`config.mk`:
```
export PLATFORM = sky130hd
export DESIGN_NAME = i2s_rx_offset_binary
export DESIGN_NICKNAME = d
export VERILOG_FILES = /design/src/rtl/i2s_rx_offset_binary.sv
export SDC_FILE = /design/constraint.sdc
export NUM_CORES = 1
export LEC_CHECK = 0
export BUFFER_PORTS_ARGS = -buffer_cell sky130_fd_sc_hd__buf_2
export CAP_MARGIN = 20
export CORE_MARGIN = 1.5
export CORE_UTILIZATION = 40
export CTS_CLUSTER_DIAMETER = 60
export DETAILED_ROUTE_END_ITERATION = 8
export PLACE_DENSITY = 0.59
export SYNTH_ARGS = -nofsm -noshare
export SYNTH_HDL_FRONTEND = slang
export SYNTH_SLANG_ARGS = --single-unit
```
`constraint.sdc`:
```
create_clock -name clk -period 3.5 [get_ports clk]
set_input_delay 0 -clock clk [delete_from_list [all_inputs] [get_ports clk]]
set_output_delay 0 -clock clk [all_outputs]
set_load 0.05 [all_outputs]
```
`src/rtl/i2s_rx_offset_binary.sv`:
```
// I2S stereo receiver with two's-complement to offset-binary conversion.
// The three I2S pins are synchronised into the clk domain, and BCLK rising
// edges are detected there. Each left/right slot is deserialised MSB first.
// A completed pair is presented as offset-binary words under valid/ready.
module i2s_rx_offset_binary #(
  parameter int AUDIO_DW = 16
) (
  input  logic                clk,
  input  logic                resetn,
  input  logic                i2s_bclk,
  input  logic                i2s_lrclk,
  input  logic                i2s_sdata,
  output logic [AUDIO_DW-1:0] dout_left,
  output logic [AUDIO_DW-1:0] dout_right,
  output logic                dout_valid,
  input  logic                dout_ready,
  output logic                overrun
);

  localparam int CW = $clog2(AUDIO_DW + 1);
  localparam logic [CW-1:0]       CNT_MAX  = CW'(AUDIO_DW);
  localparam logic [AUDIO_DW-1:0] MIDSCALE = {1'b1, {(AUDIO_DW-1){1'b0}}};

  typedef enum logic [1:0] {
    ST_SYNC  = 2'd0,
    ST_LEFT  = 2'd1,
    ST_RIGHT = 2'd2
  } state_t;

  // ---------------------------------------------------------------------
  // Input conditioning
  // ---------------------------------------------------------------------
  // Bit 0 = bclk, bit 1 = lrclk, bit 2 = sdata. All three pins share one
  // synchroniser depth, so lr and sd line up with the detected bclk edge.
  logic [2:0] pins;
  logic [2:0] sync1_q;
  logic [2:0] sync2_q;
  logic       bclk_prev_q;

  assign pins = {i2s_sdata, i2s_lrclk, i2s_bclk};

  // Two-flop synchroniser for the asynchronous I2S pins
  always_ff @(posedge clk) begin
    if (!resetn) begin
      sync1_q <= 3'b000;
      sync2_q <= 3'b000;
    end else begin
      sync1_q <= pins;
      sync2_q <= sync1_q;
    end
  end

  // Remember the previous synchronised bclk level for rising-edge detection
  always_ff @(posedge clk) begin
    if (!resetn) begin
      bclk_prev_q <= 1'b0;
    end else begin
      bclk_prev_q <= sync2_q[0];
    end
  end

  logic bclk_rise;
  logic lr_s;
  logic sd_s;

  assign bclk_rise = sync2_q[0] & ~bclk_prev_q;
  assign lr_s      = sync2_q[1];
  assign sd_s      = sync2_q[2];

  // ---------------------------------------------------------------------
  // Slot deserialiser and frame state machine
  // ---------------------------------------------------------------------
  state_t              state_q;
  logic                lr_prev_q;
  logic [CW-1:0]       bit_cnt_q;
  logic [AUDIO_DW-1:0] left_sr_q;
  logic [AUDIO_DW-1:0] right_sr_q;
  logic                pair_done_q;
  logic [AUDIO_DW-1:0] pair_left_q;
  logic [AUDIO_DW-1:0] pair_right_q;

  logic                boundary;
  logic                slot_room;
  logic [AUDIO_DW-1:0] bit_sel;
  logic [AUDIO_DW-1:0] left_sr_d;
  logic [AUDIO_DW-1:0] right_sr_d;

  // A change of lr between successive bclk rises marks a slot boundary
  assign boundary  = bclk_rise & (lr_s != lr_prev_q);
  assign slot_room = (bit_cnt_q < CNT_MAX);

  // One-hot select of the register bit that receives the current data bit.
  // MSB first: bit count 0 lands at AUDIO_DW-1. A saturated count selects nothing.
  genvar gi;
  generate
    for (gi = 0; gi < AUDIO_DW; gi++) begin : g_bit_sel
      assign bit_sel[gi] = (bit_cnt_q == CW'(AUDIO_DW - 1 - gi));
    end
  endgenerate

  // Channel registers with the current data bit merged in
  assign left_sr_d  = (left_sr_q  & ~bit_sel) | (bit_sel & {AUDIO_DW{sd_s}});
  assign right_sr_d = (right_sr_q & ~bit_sel) | (bit_sel & {AUDIO_DW{sd_s}});

  // Frame FSM: track slot boundaries, shift data into the active channel, and
  // snapshot the pair when the right slot ends
  always_ff @(posedge clk) begin
    if (!resetn) begin
      state_q      <= ST_SYNC;
      lr_prev_q    <= 1'b0;
      bit_cnt_q    <= '0;
      left_sr_q    <= '0;
      right_sr_q   <= '0;
      pair_done_q  <= 1'b0;
      pair_left_q  <= '0;
      pair_right_q <= '0;
    end else begin
      pair_done_q <= 1'b0;
      if (bclk_rise) begin
        lr_prev_q <= lr_s;
        if (boundary) begin
          // The boundary bit is the I2S one-bit delay slot and carries no
          // data for the new channel.
          bit_cnt_q <= '0;
          if (lr_s) begin
            // Rising lr (0->1): a right slot begins.
            right_sr_q <= '0;
            unique case (state_q)
              ST_LEFT:  state_q <= ST_RIGHT;
              ST_RIGHT: state_q <= ST_RIGHT;
              default:  state_q <= ST_SYNC;
            endcase
          end else begin
            // Falling lr (1->0): a left slot begins. Left is cleared in every
            // state. An extra transition seen in LEFT restarts left capture.
            left_sr_q <= '0;
            unique case (state_q)
              ST_RIGHT: begin
                // Nonblocking reads return the completed pre-clear contents.
                pair_done_q  <= 1'b1;
                pair_left_q  <= left_sr_q;
                pair_right_q <= right_sr_q;
                state_q      <= ST_LEFT;
              end
              default: state_q <= ST_LEFT;
            endcase
          end
        end else if (slot_room) begin
          bit_cnt_q <= bit_cnt_q + CW'(1);
          unique case (state_q)
            ST_LEFT:  left_sr_q  <= left_sr_d;
            ST_RIGHT: right_sr_q <= right_sr_d;
            default:  ;
          endcase
        end
      end
    end
  end

  // ---------------------------------------------------------------------
  // Output stage: offset-binary conversion and valid/ready handshake
  // ---------------------------------------------------------------------
  logic [AUDIO_DW-1:0] dout_left_q;
  logic [AUDIO_DW-1:0] dout_right_q;
  logic                dout_valid_q;
  logic                overrun_q;

  // Load each completed pair with the MSB inverted. A pair that replaces an
  // unaccepted one sets the sticky overrun flag.
  always_ff @(posedge clk) begin
    if (!resetn) begin
      dout_left_q  <= MIDSCALE;
      dout_right_q <= MIDSCALE;
      dout_valid_q <= 1'b0;
      overrun_q    <= 1'b0;
    end else if (pair_done_q) begin
      dout_left_q  <= {~pair_left_q[AUDIO_DW-1],  pair_left_q[AUDIO_DW-2:0]};
      dout_right_q <= {~pair_right_q[AUDIO_DW-1], pair_right_q[AUDIO_DW-2:0]};
      dout_valid_q <= 1'b1;
      if (dout_valid_q && !dout_ready) begin
        overrun_q <= 1'b1;
      end
    end else if (dout_valid_q && dout_ready) begin
      dout_valid_q <= 1'b0;
    end
  end

  assign dout_left  = dout_left_q;
  assign dout_right = dout_right_q;
  assign dout_valid = dout_valid_q;
  assign overrun    = overrun_q;

endmodule

```
==> flow_metrics.py, run 1 <==
metrics = {
    "cells_and_area": {
        "drive_above_1_share_pct": 18.6,
        "diodes": 0,
        "syn_to_final_growth_pct": 16.8,
        "nets": 548,
        "fin_cells": 695,
    },
    "yosys": {
        "synthFlopType": "dfxtp_1",
        "syn-instance-count": 509,
        "synth_most_common_cell": "dfxtp_1",
        "synth_area_um2": 4940,
        "yosysSeqAreaShare_pct": 46.2,
        "synth_warnings": 0,
        "ys_seq_elements": 114,
        "synth.largest_area_cell": "dfxtp_1",
        "avgSynthCellArea_um2": 9.71,
        "synth_edf_count": 0,
        "synth_cell_types": 44,
        "async_flop_share_pct": 0,
        "synth_top_area_share_pct": 46.2,
        "synth_top_cells_by_area": "dfxtp_1 46%, a21boi_1 9.1%, nand2_1 8.0%",
        "synth_nets": 522,
        "synth_common_cells": "114 x dfxtp_1, 105 x nand2_1, 60 x a21boi_1",
    },
    "cts": {
        "cts_tree": "yes",
        "cts_resized": 0,
        "cts.clk_slew.worst_paths_ns": 0.05,
        "clk_latency_ns": 0.41,
        "cts_made_buffers": 17,
        "cts_hold_buf": 4,
        "cts_root_buf": "clkbuf_16",
        "cts.sinks": 114,
        "h-tree-depth": 4,
        "cts_setup_buffers": 0,
        "cts_buffer_depth": 2,
    },
    "hold_path": {
        "min_from": "resetn",
        "whs_path_depth": 2,
        "worstHoldPathType": "primary input to flop",
        "hold_end": "pair_right_q[1]",
    },
    "drt": {
        "drcViolationCount": 0,
        "drt_pass1_iterations": 4,
        "first_iter_violations": 216,
        "routedWlPerCell_um": 14.7,
        "wirelength_mm": 10.2,
        "vias": 3611,
        "detail_route.vias_per_cell": 5.20,
        "postRouteAntennaNets": 0,
    },
    "worst_setup_path": {
        "end_kind": "flop",
        "crit_path_start_kind": "flop",
        "crit_slowest_cell": "nor4b_4",
        "critPathMaxFanout": 20,
        "worst-r2r-setup-slack_ns": 1.44,
        "path_class": "flop to flop",
        "r2r_cells": 4,
        "crit_required_ns": 3.83,
        "arrival_ns": 2.39,
        "r2r-start": "bit_cnt_q[4]",
        "worst_path_largest_cell_delay_ns": 0.80,
        "r2r_end": "right_sr_q[5]",
        "worstPathCellList": "nor3b_4 -> nor4b_4 -> nand2_1 -> a21boi_1",
    },
    "place": {
        "io_buffer_count": 39,
        "gp_congestion": 0.794,
        "place_inst": 659,
        "place_hpwl_mm": 6.45,
    },
    "power_and_ir_drop": {
        "power_mw": 3.22,
        "peakVddDrop_mv": 0.307,
        "powerDensity_nw_per_um2": 557,
        "leakagePower_nw": 1.99,
    },
    "sta": {
        "finalMaxSlewViolations": 0,
        "rsz0062_at_grt": "false",
        "relSlewSlack_pct": 32.2,
        "hold_viol_final": 0,
        "min_period_ns": 2.06,
        "setup_violations": 0,
        "tightest_slew_ns": 1.02,
        "setup_tns_ns": 0,
        "skew_ns": 0.00792,
        "clock.fmax_ghz": 0.485,
        "finalCritPeriodShare_pct": 58.9,
    },
    "die": {
        "die_w_um": 114,
        "initial_utilization_pct": 41.1,
        "die_y_um": 114,
        "rows": 40,
        "io_pins": 40,
        "coreArea_um2": 12000,
        "die-area_um2": 13000,
    },
    "global_routing": {
        "antenna_found_initial": 0,
        "grt.overflow.total": 0,
        "grt_max_degree": 70,
        "groute.usage.overall_pct": 16.8,
        "grt_pass1_wl_mm": 17.2,
        "grt_pass1_vias": 3509,
    },
    "outcome": {
        "status": "completed",
    },
    "flow_run": {
        "drv_cap": 0,
    },
}
## how the worst max path moves through the flow
stage                       startpoint              to  slack, ns  cells after the start
after floorplan           bit_cnt_q[4]   left_sr_q[12]       1.93                      6
after global routing        sync2_q[1]  right_sr_q[15]       1.25                      4
after detailed placement  bit_cnt_q[4]  right_sr_q[15]       1.47                      4
final                     bit_cnt_q[4]   right_sr_q[5]       1.44                      4
after global placement      sync2_q[1]   right_sr_q[5]       1.51                      4
after CTS                 bit_cnt_q[4]   right_sr_q[3]       1.46                      4
## state kept, by name, indices dropped and copies added (netlist names)
| register | count |
|---|---|
| dout_left | 16 |
| state_q | 2 |
| overrun | 1 |
| left_sr_q | 16 |
| dout_right | 16 |
| sync1_q | 3 |
| bit_cnt_q | 5 |
| pair_right_q | 16 |
| lr_prev_q | 1 |
| bclk_prev_q | 1 |
| pair_done_q | 1 |
| right_sr_q | 16 |
| pair_left_q | 16 |
| sync2_q | 3 |
| dout_valid | 1 |
## worst max-delay path, delay by kind of cell, from the launching register on
| family | cells | cell delay, ns |
|---|---|---|
| DFF | 1 | 0.51 |
| and+or+nand+nor | 3 | 1.31 |
| AOI/OAI and AO/OA | 1 | 0.16 |
## stage by stage
stage	setup slack (ns)	util (%)	hold slack (ns)	cell area (µm²)
floorplan	1.93	-	0.127	4940
global placement	1.51	42.5	0.209	5100
detailed placement	1.47	42.5	0.208	5100
CTS	1.46	48.1	0.156	5770
global route	1.25	48.1	0.200	5770
finish	1.44	48.1	0.174	5770
## layout make-up
cell class	instances	area (µm²)
Sequential cell	114	2280
Timing Repair Buffer	46	258
Inverter	7	26.3
Tap cell	147	184
Clock inverter	10	154
Clock buffer	22	474
Multi-Input combinational cell	349	2390
Fill cell	1149	6240
## logic make-up (layout without fill, tap and decap cells)
| kind of cell | after synthesis | count (layout) | synth area share [%] |
|---|---|---|---|
| simple gates | 183 | 183 | 19.9 |
| compound gates | 125 | 125 | 19.5 |
| flops | 114 | 114 | 46.2 |
| buf+inv | 46 | 85 | 5.42 |
| mux | 30 | 30 | 6.08 |
| fa+ha+maj | 7 | 7 | 1.77 |
| xor+xnor | 4 | 4 | 1.09 |
## cells in the final DEF (no fill, tap or decap), types with 7 or more instances in the layout
cell type / n
dfxtp_1: 113
mux2i_1: 30
and2_1: 9
o31ai_1: 27
nand2_1: 105
nor2_1: 8
a21oi_2: 9
buf_2: 39
a21boi_1: 60
nor2b_1: 34
inv_1: 7
ha_1: 7
a21oi_1: 10
clkbuf_16: 17
## report_power, final
group / internal, mW / switching (mW)
registers: 1.30 / 0.00435
clock network: 1.24 / 0.587
logic: 0.0326 / 0.0469
## layer usage
| layer | GRT usage (%) | wire, µm | up-vias |
|---|---|---|---|
| met4 | 6.67 | 104 | 0 |
| met5 | 0 | 0 | - |
| met1 | 21.8 | 5120 | 1741 |
| met2 | 26.3 | 4700 | 61 |
| met3 | 5.08 | 314 | 11 |
| li1 | - | - | 1798 |
Power figures use the tool's default switching activity.
==> run 2, diff against run 1 <==
- clock period: 3.5 -> 1.9 ns (I/O delays scaled with it)
==> run 2 against run 1 <==
- combinational power increased by 110%
- cell count increased by 3.3%
- register-to-register slack got worse by 1.2 ns
- non-clock buffer count is 24 higher
- largest power group unchanged
==> flow_metrics.py, run 2 (same netlist as run 1, synthesis figures left out) <==
metrics = {
    "flow_run": {
        "drv_cap": 0,
    },
    "cells_and_area": {
        "layout_commonest_cell": "dfxtp_1",
        "drive_above_1_share_pct": 22.1,
        "fin_area_um2": 5910,
        "diodes": 0,
        "syn_to_final_growth_pct": 19.5,
        "mostFrequentLayoutCells": "113 x dfxtp_1, 105 x nand2_1, 60 x a21boi_1",
        "fin_cells": 718,
        "nets": 572,
    },
    "place": {
        "gp_congestion": 0.786,
        "place_inst": 683,
        "io_buffer_count": 39,
        "place_hpwl_mm": 6.94,
        "postPlaceCellArea_um2": 5320,
    },
    "die": {
        "io_pins": 40,
        "die_w_um": 114,
        "die_y_um": 114,
        "coreArea_um2": 12000,
        "initial_utilization_pct": 41.1,
        "die-area_um2": 13000,
        "rows": 40,
    },
    "worst_setup_path": {
        "path_class": "flop to flop",
        "r2r_cells": 6,
        "worstPathCellList": "buf_4 -> nor4bb_1 -> buf_4 -> a21oi_1 -> o31ai_1 -> a21boi_1",
        "worst-r2r-setup-slack_ns": 0.20,
        "crit_slowest_cell": "dfxtp_1",
        "r2r_end": "right_sr_q[6]",
        "r2r-start": "bit_cnt_q[4]",
        "arrival_ns": 1.98,
        "crit_path_start_kind": "flop",
        "end_kind": "flop",
        "cp_common_cell": "buf_4",
        "critPathMaxFanout": 11,
        "crit_required_ns": 2.18,
        "worst_path_largest_cell_delay_ns": 0.44,
    },
    "sta": {
        "min_period_ns": 1.70,
        "finalMaxSlewViolations": 0,
        "skew_ns": 0.00957,
        "fin_hold_ws_ns": 0.0903,
        "finalCritPeriodShare_pct": 89.3,
        "setup_violations": 0,
        "relSlewSlack_pct": 65.6,
        "setup_tns_ns": 0,
        "rsz0062_at_grt": "false",
        "tightest_slew_ns": 0.515,
        "clock.fmax_ghz": 0.589,
        "hold_viol_final": 0,
    },
    "cts": {
        "cts_made_buffers": 17,
        "cts_tree": "yes",
        "h-tree-depth": 4,
        "cts_buffer_depth": 2,
        "cts_setup_buffers": 0,
        "cts_root_buf": "clkbuf_16",
        "cts.clk_slew.worst_paths_ns": 0.05,
        "cts.sinks": 114,
        "clk_latency_ns": 0.41,
    },
    "hold_path": {
        "min_from": "resetn",
        "worstHoldPathType": "primary input to flop",
        "whs_path_depth": 2,
        "hold_end": "pair_right_q[6]",
    },
    "drt": {
        "detail_route.vias_per_cell": 5.09,
        "vias": 3657,
        "drt_pass1_iterations": 4,
        "routedWlPerCell_um": 14.3,
        "postRouteAntennaNets": 0,
        "first_iter_violations": 214,
        "wirelength_mm": 10.3,
        "drcViolationCount": 0,
    },
    "global_routing": {
        "grt.overflow.total": 0,
        "grt_pass1_wl_mm": 17.7,
        "grt_max_degree": 37,
        "groute.usage.overall_pct": 17.2,
        "grt_pass1_vias": 3624,
        "antenna_found_initial": 0,
    },
    "outcome": {
        "status": "completed",
    },
    "power_and_ir_drop": {
        "peakVddDrop_mv": 0.617,
        "clockPowerShare_pct": 52.9,
        "leakagePower_nw": 2.08,
        "combPwrFrac_pct": 3.0,
        "seqPwrFrac_pct": 44.1,
        "power.internal_mw": 4.31,
        "switching_power_mw": 1.15,
        "power_mw": 5.47,
        "powerDensity_nw_per_um2": 925,
        "switching_share_pct": 21.1,
    },
}
==> run 2: stage by stage <==
| step | utilization [%] | setup slack, ns |
|---|---|---|
| finish | 49.2 | 0.203 |
| global route | 49.2 | 0.0721 |
| CTS | 49.2 | 0.204 |
| detailed placement | 44.3 | 0.241 |
| global placement | 44.3 | 0.257 |
| floorplan | - | 0.328 |
==> run 2: power groups by stage <==
| stage | Combinational [mW] | Clock, mW | Sequential, mW |
|---|---|---|---|
| final | 0.166 | 2.89 | 2.41 |
| after global routing | 0.177 | 3.09 | 2.41 |
| after CTS | 0.166 | 2.96 | 2.41 |
| after detailed placement | 0.159 | 0 | 2.46 |
| after global placement | 0.157 | 0 | 2.46 |
| after floorplan | 0.128 | 0 | 2.46 |
==> run 2: final cells by class <==
cell class                 instances  area (µm²)
fill                            1163        6100
multi-input combinational        349        2390
sequential                       114        2280
timing repair buffer              70         475
clock buffer                      20         457
tap                              147         184
clock inverter                    11        88.8
inverter                           7        26.3
==> run 2: per-layer routing <==
layer  global-route usage (%)  part of all wire, %
met4                     5.42                 0.67
met3                     4.76                  3.3
met2                     27.3                   46
met1                     22.7                   50
met5                        0                    0
==> run 2: repair_timing <==
action                                 in CTS  in global routing
gates resized for setup                     0                  0
hold buffers                                4                  0
endpoints found under the hold margin       5                  0
==> run 2: how the worst max path moves through the flow <==
stage               depth (start not counted)             end          from  slack, ns
floorplan                                   6   left_sr_q[12]  bit_cnt_q[4]       0.33
global placement                            6  right_sr_q[15]    state_q[0]       0.26
detailed placement                          6  right_sr_q[15]    state_q[0]       0.24
CTS                                         6   right_sr_q[6]  bit_cnt_q[4]       0.20
global route                                6   right_sr_q[6]  bit_cnt_q[4]       0.07
finish                                      6   right_sr_q[6]  bit_cnt_q[4]       0.20
==> run 2: critical path: cells and delay by family (launching register included) <==
family	cells	cell delay (ns)
compound gates	3	0.39
buf+inv	2	0.42
flops	1	0.44
simple gates	1	0.32
